**config.mk**
```make
export PLATFORM = sky130hd
export DESIGN_NAME = reg_seq_ctrl_flat
export DESIGN_NICKNAME = d
export VERILOG_FILES = /design/src/rtl/reg_seq_pkg.sv /design/src/rtl/reg_seq_ctrl_if.sv /design/src/rtl/reg_seq_ctrl.sv /design/src/flat_wrapper.sv
export SDC_FILE = /design/constraint.sdc
export NUM_CORES = 1
export LEC_CHECK = 0
export CAP_MARGIN = 20
export CORE_AREA = 2 2 133 135
export CTS_CLUSTER_SIZE = 30
export DETAILED_ROUTE_END_ITERATION = 10
export DIE_AREA = 0 0 135 137
export GPL_TIMING_DRIVEN = 0
export PLACE_DENSITY = 0.62
export SETUP_SLACK_MARGIN = 0.02
export SLEW_MARGIN = 25
export SYNTH_ARGS = -nofsm -noshare
export SYNTH_HDL_FRONTEND = slang
export SYNTH_SLANG_ARGS = --single-unit
```
**constraint.sdc**
```tcl
create_clock -name clk -period 2.76 [get_ports clk]
set_input_delay 0.552 -clock clk [delete_from_list [all_inputs] [get_ports clk]]
set_output_delay 0.552 -clock clk [all_outputs]
set_load 0.05 [all_outputs]
```
**src/rtl/reg_seq_pkg.sv**
```systemverilog
// Shared types and register-select encodings for the register-file sequencer.
package reg_seq_pkg;

    typedef enum logic [3:0] {
        StIdle,
        StWReq,
        StWWait,
        StIReq,
        StIWait,
        StCompute,
        StRReq,
        StCheck,
        StDone
    } state_e;

    localparam logic [1:0] SEL_IMG_ADDR    = 2'd0;
    localparam logic [1:0] SEL_IMG_CNT     = 2'd1;
    localparam logic [1:0] SEL_RSLT_ADDR   = 2'd2;
    localparam logic [1:0] SEL_WEIGHT_ADDR = 2'd3;

endpackage

```
**src/rtl/reg_seq_ctrl_if.sv**
```systemverilog
// Host config, register-file, memory-port and compute handshake bundle for reg_seq_ctrl.
// master = the sequencer, slave = its surroundings (register file, memory, compute engine, host).
interface reg_seq_ctrl_if #(
    parameter int unsigned ADDR_W = 28
);
    logic              cfg_valid;
    logic [1:0]        cfg_sel;
    logic [ADDR_W-1:0] cfg_data;
    logic              cfg_ready;
    logic              start;
    logic [ADDR_W-1:0] num_imgs;
    logic              busy;
    logic              done;
    logic [1:0]        wr_reg_sel;
    logic              reg_wr_en;
    logic [ADDR_W-1:0] reg_databus;
    logic [1:0]        rd_reg_sel;
    logic [31:0]       reg_out;
    logic              inc_img_addr;
    logic              inc_img_cnt;
    logic              inc_rslt_addr;
    logic              inc_weight_addr;
    logic              mem_req;
    logic              mem_we;
    logic [ADDR_W-1:0] mem_addr;
    logic              mem_gnt;
    logic              mem_rd_valid;
    logic              img_start;
    logic              img_done;

    modport master (
        input  cfg_valid, cfg_sel, cfg_data, start, num_imgs, reg_out,
        input  mem_gnt, mem_rd_valid, img_done,
        output cfg_ready, busy, done, wr_reg_sel, reg_wr_en, reg_databus, rd_reg_sel,
        output inc_img_addr, inc_img_cnt, inc_rslt_addr, inc_weight_addr,
        output mem_req, mem_we, mem_addr, img_start
    );

    modport slave (
        output cfg_valid, cfg_sel, cfg_data, start, num_imgs, reg_out,
        output mem_gnt, mem_rd_valid, img_done,
        input  cfg_ready, busy, done, wr_reg_sel, reg_wr_en, reg_databus, rd_reg_sel,
        input  inc_img_addr, inc_img_cnt, inc_rslt_addr, inc_weight_addr,
        input  mem_req, mem_we, mem_addr, img_start
    );

endinterface

```
**src/rtl/reg_seq_ctrl.sv**
```systemverilog
// Run sequencer: host register writes in idle, then weight fetch and a per-image
// read / compute / result-write loop driven through the external register file.
module reg_seq_ctrl
    import reg_seq_pkg::*;
#(
    parameter int unsigned NUM_WEIGHT_LINES = 64,
    parameter int unsigned ADDR_W           = 28
) (
    input logic            clk,
    input logic            rst_n,
    reg_seq_ctrl_if.master bus
);

    localparam logic [ADDR_W-1:0] NumWl = ADDR_W'(NUM_WEIGHT_LINES);

    state_e            state_q, state_d;
    logic [ADDR_W-1:0] num_imgs_q, num_imgs_d;
    logic [ADDR_W-1:0] wl_cnt_q, wl_cnt_d;
    logic [ADDR_W-1:0] img_done_cnt_q, img_done_cnt_d;
    logic              img_start_q, img_start_d;

    logic              cfg_ready, busy, done, reg_wr_en, mem_req, mem_we;
    logic [1:0]        wr_reg_sel, rd_reg_sel;
    logic [ADDR_W-1:0] reg_databus;
    logic              inc_img_addr, inc_img_cnt, inc_rslt_addr, inc_weight_addr;

    always_comb begin
        state_d         = state_q;
        num_imgs_d      = num_imgs_q;
        wl_cnt_d        = wl_cnt_q;
        img_done_cnt_d  = img_done_cnt_q;
        img_start_d     = 1'b0;
        cfg_ready       = 1'b0;
        busy            = 1'b1;
        done            = 1'b0;
        reg_wr_en       = 1'b0;
        wr_reg_sel      = SEL_IMG_ADDR;
        reg_databus     = '0;
        rd_reg_sel      = SEL_IMG_ADDR;
        inc_img_addr    = 1'b0;
        inc_img_cnt     = 1'b0;
        inc_rslt_addr   = 1'b0;
        inc_weight_addr = 1'b0;
        mem_req         = 1'b0;
        mem_we          = 1'b0;

        unique case (state_q)
            StIdle: begin
                busy      = 1'b0;
                cfg_ready = 1'b1;
                // A config write wins over start in the same cycle.
                if (bus.cfg_valid) begin
                    reg_wr_en   = 1'b1;
                    wr_reg_sel  = bus.cfg_sel;
                    reg_databus = bus.cfg_data;
                end else if (bus.start) begin
                    if (bus.num_imgs == '0) begin
                        state_d = StDone;
                    end else begin
                        num_imgs_d     = bus.num_imgs;
                        wl_cnt_d       = '0;
                        img_done_cnt_d = '0;
                        state_d        = StWReq;
                    end
                end
            end
            StWReq: begin
                rd_reg_sel = SEL_WEIGHT_ADDR;
                mem_req    = 1'b1;
                if (bus.mem_gnt) begin
                    inc_weight_addr = 1'b1;
                    state_d         = StWWait;
                end
            end
            StWWait: begin
                rd_reg_sel = SEL_WEIGHT_ADDR;
                if (bus.mem_rd_valid) begin
                    wl_cnt_d = wl_cnt_q + 1'b1;
                    state_d  = (wl_cnt_d == NumWl) ? StIReq : StWReq;
                end
            end
            StIReq: begin
                mem_req = 1'b1;
                if (bus.mem_gnt) begin
                    inc_img_addr = 1'b1;
                    state_d      = StIWait;
                end
            end
            StIWait: begin
                if (bus.mem_rd_valid) begin
                    img_start_d = 1'b1;
                    state_d     = StCompute;
                end
            end
            StCompute: begin
                if (bus.img_done) begin
                    state_d = StRReq;
                end
            end
            StRReq: begin
                rd_reg_sel = SEL_RSLT_ADDR;
                mem_req    = 1'b1;
                mem_we     = 1'b1;
                if (bus.mem_gnt) begin
                    inc_rslt_addr  = 1'b1;
                    inc_img_cnt    = 1'b1;
                    img_done_cnt_d = img_done_cnt_q + 1'b1;
                    state_d        = StCheck;
                end
            end
            StCheck: begin
                state_d = (img_done_cnt_q == num_imgs_q) ? StDone : StIReq;
            end
            StDone: begin
                done    = 1'b1;
                state_d = StIdle;
            end
            default: begin
                state_d = StIdle;
            end
        endcase
    end

    always_ff @(posedge clk or negedge rst_n) begin
        if (!rst_n) begin
            state_q        <= StIdle;
            num_imgs_q     <= '0;
            wl_cnt_q       <= '0;
            img_done_cnt_q <= '0;
            img_start_q    <= 1'b0;
        end else begin
            state_q        <= state_d;
            num_imgs_q     <= num_imgs_d;
            wl_cnt_q       <= wl_cnt_d;
            img_done_cnt_q <= img_done_cnt_d;
            img_start_q    <= img_start_d;
        end
    end

    // Upper register-file read bits are not part of the address.
    logic unused_reg_out;
    assign unused_reg_out = ^bus.reg_out[31:ADDR_W];

    assign bus.cfg_ready       = cfg_ready;
    assign bus.busy            = busy;
    assign bus.done            = done;
    assign bus.reg_wr_en       = reg_wr_en;
    assign bus.wr_reg_sel      = wr_reg_sel;
    assign bus.reg_databus     = reg_databus;
    assign bus.rd_reg_sel      = rd_reg_sel;
    assign bus.inc_img_addr    = inc_img_addr;
    assign bus.inc_img_cnt     = inc_img_cnt;
    assign bus.inc_rslt_addr   = inc_rslt_addr;
    assign bus.inc_weight_addr = inc_weight_addr;
    assign bus.mem_req         = mem_req;
    assign bus.mem_we          = mem_we;
    assign bus.mem_addr        = bus.reg_out[ADDR_W-1:0];
    assign bus.img_start       = img_start_q;

endmodule

```
**src/flat_wrapper.sv**
```systemverilog
// flat-port wrapper written by rule: the top's interface ports become plain ports
module reg_seq_ctrl_flat import reg_seq_pkg::*;
#(
    parameter int unsigned NUM_WEIGHT_LINES = 64,
    parameter int unsigned ADDR_W           = 28
)
  (clk, rst_n, bus_cfg_valid, bus_cfg_sel, bus_cfg_data, bus_start, bus_num_imgs, bus_reg_out, bus_mem_gnt, bus_mem_rd_valid, bus_img_done, bus_cfg_ready, bus_busy, bus_done, bus_wr_reg_sel, bus_reg_wr_en, bus_reg_databus, bus_rd_reg_sel, bus_inc_img_addr, bus_inc_img_cnt, bus_inc_rslt_addr, bus_inc_weight_addr, bus_mem_req, bus_mem_we, bus_mem_addr, bus_img_start);
  reg_seq_ctrl_if #(.ADDR_W(ADDR_W)) bus_i ();
  input logic clk;
  input logic rst_n;
  input wire logic [$bits(bus_i.cfg_valid)-1:0] bus_cfg_valid;
  input wire logic [$bits(bus_i.cfg_sel)-1:0] bus_cfg_sel;
  input wire logic [$bits(bus_i.cfg_data)-1:0] bus_cfg_data;
  input wire logic [$bits(bus_i.start)-1:0] bus_start;
  input wire logic [$bits(bus_i.num_imgs)-1:0] bus_num_imgs;
  input wire logic [$bits(bus_i.reg_out)-1:0] bus_reg_out;
  input wire logic [$bits(bus_i.mem_gnt)-1:0] bus_mem_gnt;
  input wire logic [$bits(bus_i.mem_rd_valid)-1:0] bus_mem_rd_valid;
  input wire logic [$bits(bus_i.img_done)-1:0] bus_img_done;
  output wire logic [$bits(bus_i.cfg_ready)-1:0] bus_cfg_ready;
  output wire logic [$bits(bus_i.busy)-1:0] bus_busy;
  output wire logic [$bits(bus_i.done)-1:0] bus_done;
  output wire logic [$bits(bus_i.wr_reg_sel)-1:0] bus_wr_reg_sel;
  output wire logic [$bits(bus_i.reg_wr_en)-1:0] bus_reg_wr_en;
  output wire logic [$bits(bus_i.reg_databus)-1:0] bus_reg_databus;
  output wire logic [$bits(bus_i.rd_reg_sel)-1:0] bus_rd_reg_sel;
  output wire logic [$bits(bus_i.inc_img_addr)-1:0] bus_inc_img_addr;
  output wire logic [$bits(bus_i.inc_img_cnt)-1:0] bus_inc_img_cnt;
  output wire logic [$bits(bus_i.inc_rslt_addr)-1:0] bus_inc_rslt_addr;
  output wire logic [$bits(bus_i.inc_weight_addr)-1:0] bus_inc_weight_addr;
  output wire logic [$bits(bus_i.mem_req)-1:0] bus_mem_req;
  output wire logic [$bits(bus_i.mem_we)-1:0] bus_mem_we;
  output wire logic [$bits(bus_i.mem_addr)-1:0] bus_mem_addr;
  output wire logic [$bits(bus_i.img_start)-1:0] bus_img_start;
  assign bus_i.cfg_valid = bus_cfg_valid;
  assign bus_i.cfg_sel = bus_cfg_sel;
  assign bus_i.cfg_data = bus_cfg_data;
  assign bus_i.start = bus_start;
  assign bus_i.num_imgs = bus_num_imgs;
  assign bus_i.reg_out = bus_reg_out;
  assign bus_i.mem_gnt = bus_mem_gnt;
  assign bus_i.mem_rd_valid = bus_mem_rd_valid;
  assign bus_i.img_done = bus_img_done;
  assign bus_cfg_ready = bus_i.cfg_ready;
  assign bus_busy = bus_i.busy;
  assign bus_done = bus_i.done;
  assign bus_wr_reg_sel = bus_i.wr_reg_sel;
  assign bus_reg_wr_en = bus_i.reg_wr_en;
  assign bus_reg_databus = bus_i.reg_databus;
  assign bus_rd_reg_sel = bus_i.rd_reg_sel;
  assign bus_inc_img_addr = bus_i.inc_img_addr;
  assign bus_inc_img_cnt = bus_i.inc_img_cnt;
  assign bus_inc_rslt_addr = bus_i.inc_rslt_addr;
  assign bus_inc_weight_addr = bus_i.inc_weight_addr;
  assign bus_mem_req = bus_i.mem_req;
  assign bus_mem_we = bus_i.mem_we;
  assign bus_mem_addr = bus_i.mem_addr;
  assign bus_img_start = bus_i.img_start;
  reg_seq_ctrl #(.NUM_WEIGHT_LINES(NUM_WEIGHT_LINES), .ADDR_W(ADDR_W)) u_core (.clk(clk), .rst_n(rst_n), .bus(bus_i));
endmodule
```
==> flow_summary.toml <==
[sta]
period_share = 0.964
relSlewSlack = 0.586
hold_viol_final = 0
report.final.slew_viol_count = 0
setup_viol = 0
rsz0062_at_grt = "true"
fin_setup_tns_ps = 0
max_freq_ghz = 0.376
worst-slew-pin-transition_ps = 622
fin_crit_ps = 2660
skew_ps = 7.49

[floorplanning]
num_rows = 48
core_um2 = 17100
pin_count = 168
die-area_um2 = 18500
dieWidth_um = 135
die_h_um = 137
start_util = 0.342

[finish]
ff_latch_area_um2 = 2230
fin_area_um2 = 7820
antenna_cells = 0
post_route_cells_drive_above_1_share = 0.208
multiInputGateArea_um2 = 3140
final_common_cell = "clkdlybuf4s50_1"
final_cell_mix = "clkdlybuf4s50_1 (95), dfrtp_1 (89), nand2_1 (48)"
areaGrowthSynthToFinish_pct = 34.3
nFillCells = 1669
nets = 889

[grt]
grt_pass1_vias = 4876
antenna_found_initial = 0
grt_usage = 0.180
grt_max_degree = 53
grt_pass1_wl_um = 25900
grt_overflow = 0

[clock_network]
htreeDepth = 3
clock_sinks = 89
cts.path.max_buffers = 2
cts_buffers = 9
worstSkewPairLatency_ps = 350
cts_tree = "yes"
path_clk_slew_ps = 60
cts-root-buf = "clkbuf_16"

[logic_synthesis]
syn_nets = 740
syn_area_per_cell_um2 = 9.10
synth_cell_types = 72
syn_inst = 640
netlist_area_um2 = 5830
async_flop_share = 1.00
synth-main-ff-cell = "dfrtp_1"
ys_ff_latch = 89
synth_edf_count = 0
yosysSeqAreaShare = 0.382
ys_warn_count = 0

[critical_path]
worstSetupEndpoint = "bus_rd_reg_sel[0]"
arrival_ps = 2110
r2r_end = "u_core.wl_cnt_q[12]"
crit_path_end_kind = "output port"
criticalPathCategory = "flop to output port"
worstPathMaxFanout = 10
start_kind = "flop"
worstPathRequired_ps = 2210
critPathLaunch = "u_core.state_q[0]"
reg2reg_setup_slack_ps = 230
reg2regPathDepth = 8
timing.rr.start = "u_core.state_q[3]"

[hold_path]
hold_path_class = "input pin to async pin"

[placed_design]
dp_hpwl_um = 12800
placed_area_um2 = 7490
gp_congestion = 0.855
io_buffer_count = 135

[pwr]
powerDensity_nw_per_um2 = 696
worst_ir_drop_vdd_uv = 388
p_leak_nw = 3.27

[detailed_routing]
routed-via-count = 5305
postRouteAntennaNets = 0
detail_route.iter0.violations = 351
route.detailed.drc = 0
firstDrtPassIters = 5
wirelength_um = 17000
routed_via_density = 5.21
drt-wirelength-per-cell_um = 16.6

[flow_run]
drv_cap = 0

[status]
status = "finished, final reports clean"
-- cell families (layout without fill, tap and decap cells) --
| logic type | after synthesis | in the layout | share of synthesized area |
|---|---|---|---|
| XOR/XNOR | 47 | 47 | 0.0707 |
| AO/OA/AOI/OAI | 135 | 135 | 0.148 |
| buffers and inverters | 81 | 235 | 0.0842 |
| flip-flops | 89 | 89 | 0.382 |
| adder cells (fa/ha/maj) | 3 | 3 | 0.00644 |
| AND/OR/NAND/NOR | 253 | 253 | 0.247 |
| multiplexers | 32 | 32 | 0.0612 |
-- routing by layer --
metal | up-vias | GRT usage | routed length, um
met5 | - | 0 | 0
met4 | 0 | 0.0370 | 138
met3 | 15 | 0.0396 | 716
met2 | 125 | 0.293 | 8230
met1 | 2554 | 0.247 | 7880
li1 | 2611 | - | -
-- through the flow --
step                hold WS [ps]  cells  setup slack [ps]  total power, mW  utilization
floorplan                    256    640              68.7             3.43            -
global placement             511   1000             -2290             4.24        0.438
detailed placement           485   1001              -622             4.26        0.439
CTS                          105   1017              21.5             5.50        0.459
global route                 123   1019              19.1             5.73        0.459
finish                       102   1019               101             5.44        0.459
-- critical path: stages, from the launching register on --
cell	delay, ps
dfrtp_1	430
buf_2	210
xnor2_1	150
nor3_2	130
clkdlybuf4s50_1	850
-- Yosys cell counts, types with 3 or more instances --
library cell / instances / area, um2
nand4_1: 19 / 119
buf_2: 14 / 70.1
inv_1: 9 / 33.8
or3_1: 15 / 93.8
mux2_2: 29 / 327
dfrtp_1: 89 / 2230
a31oi_1: 5 / 31.3
buf_6: 4 / 45.0
nor4_1: 12 / 75.1
a21oi_1: 33 / 165
and2_1: 4 / 25.0
xor2_1: 13 / 114
nor2_1: 36 / 135
nor3_1: 12 / 60.1
and3_1: 38 / 238
nand2_1: 48 / 180
ha_1: 3 / 37.5
or2_2: 5 / 31.3
clkbuf_1: 15 / 56.3
mux2i_1: 3 / 30.0
o21ai_1: 7 / 35.0
o31ai_1: 16 / 120
buf_4: 33 / 248
and4_1: 3 / 26.3
buf_1: 3 / 11.3
nand3_1: 26 / 130
o21ai_0: 44 / 220
or4_1: 11 / 82.6
o22ai_1: 6 / 37.5
xnor2_1: 34 / 298
-- report_power, final --
group	internal, mW	switching (mW)
clock network	0.707	0.542
logic	0.941	1.44
registers	1.57	0.238
-- state kept, by name (all words and copies together) (netlist names) --
| signal | flops |
|---|---|
| u_core.state_q | 4 |
| u_core.bus.img_start | 1 |
| u_core.img_done_cnt_q | 28 |
| u_core.num_imgs_q | 28 |
| u_core.wl_cnt_q | 28 |
-- area by class of cell --
class | count | area share
timing repair buffer | 138 | 0.177
inverter | 11 | 0.00704
multi-input combinational | 470 | 0.401
tap | 225 | 0.0360
clock inverter | 6 | 0.00848
buffer | 70 | 0.0565
clock buffer | 10 | 0.0293
sequential | 89 | 0.285
-- how the worst min path moves through the flow --
stage / slack (ps) / start / cells past startpoint / to
6_report: 100 / rst_n / 1 / u_core.img_done_cnt_q[22]
5_1_grt: 120 / rst_n / 1 / u_core.num_imgs_q[19]
4_1_cts: 100 / rst_n / 1 / u_core.num_imgs_q[25]
3_5_place_dp: 490 / rst_n / 1 / u_core.img_done_cnt_q[22]
3_3_place_gp: 510 / u_core.num_imgs_q[0] / 1 / u_core.num_imgs_q[0]
2_1_floorplan: 260 / rst_n / 0 / u_core.bus.img_start
-- repair_timing --
action	CTS	global route
pin swaps	0	1
hold buffers	0	0
endpoints found under the setup margin	88	45
gates resized for setup	99	15
setup buffers	0	2
No activity file was read; power rests on OpenSTA's default activity.
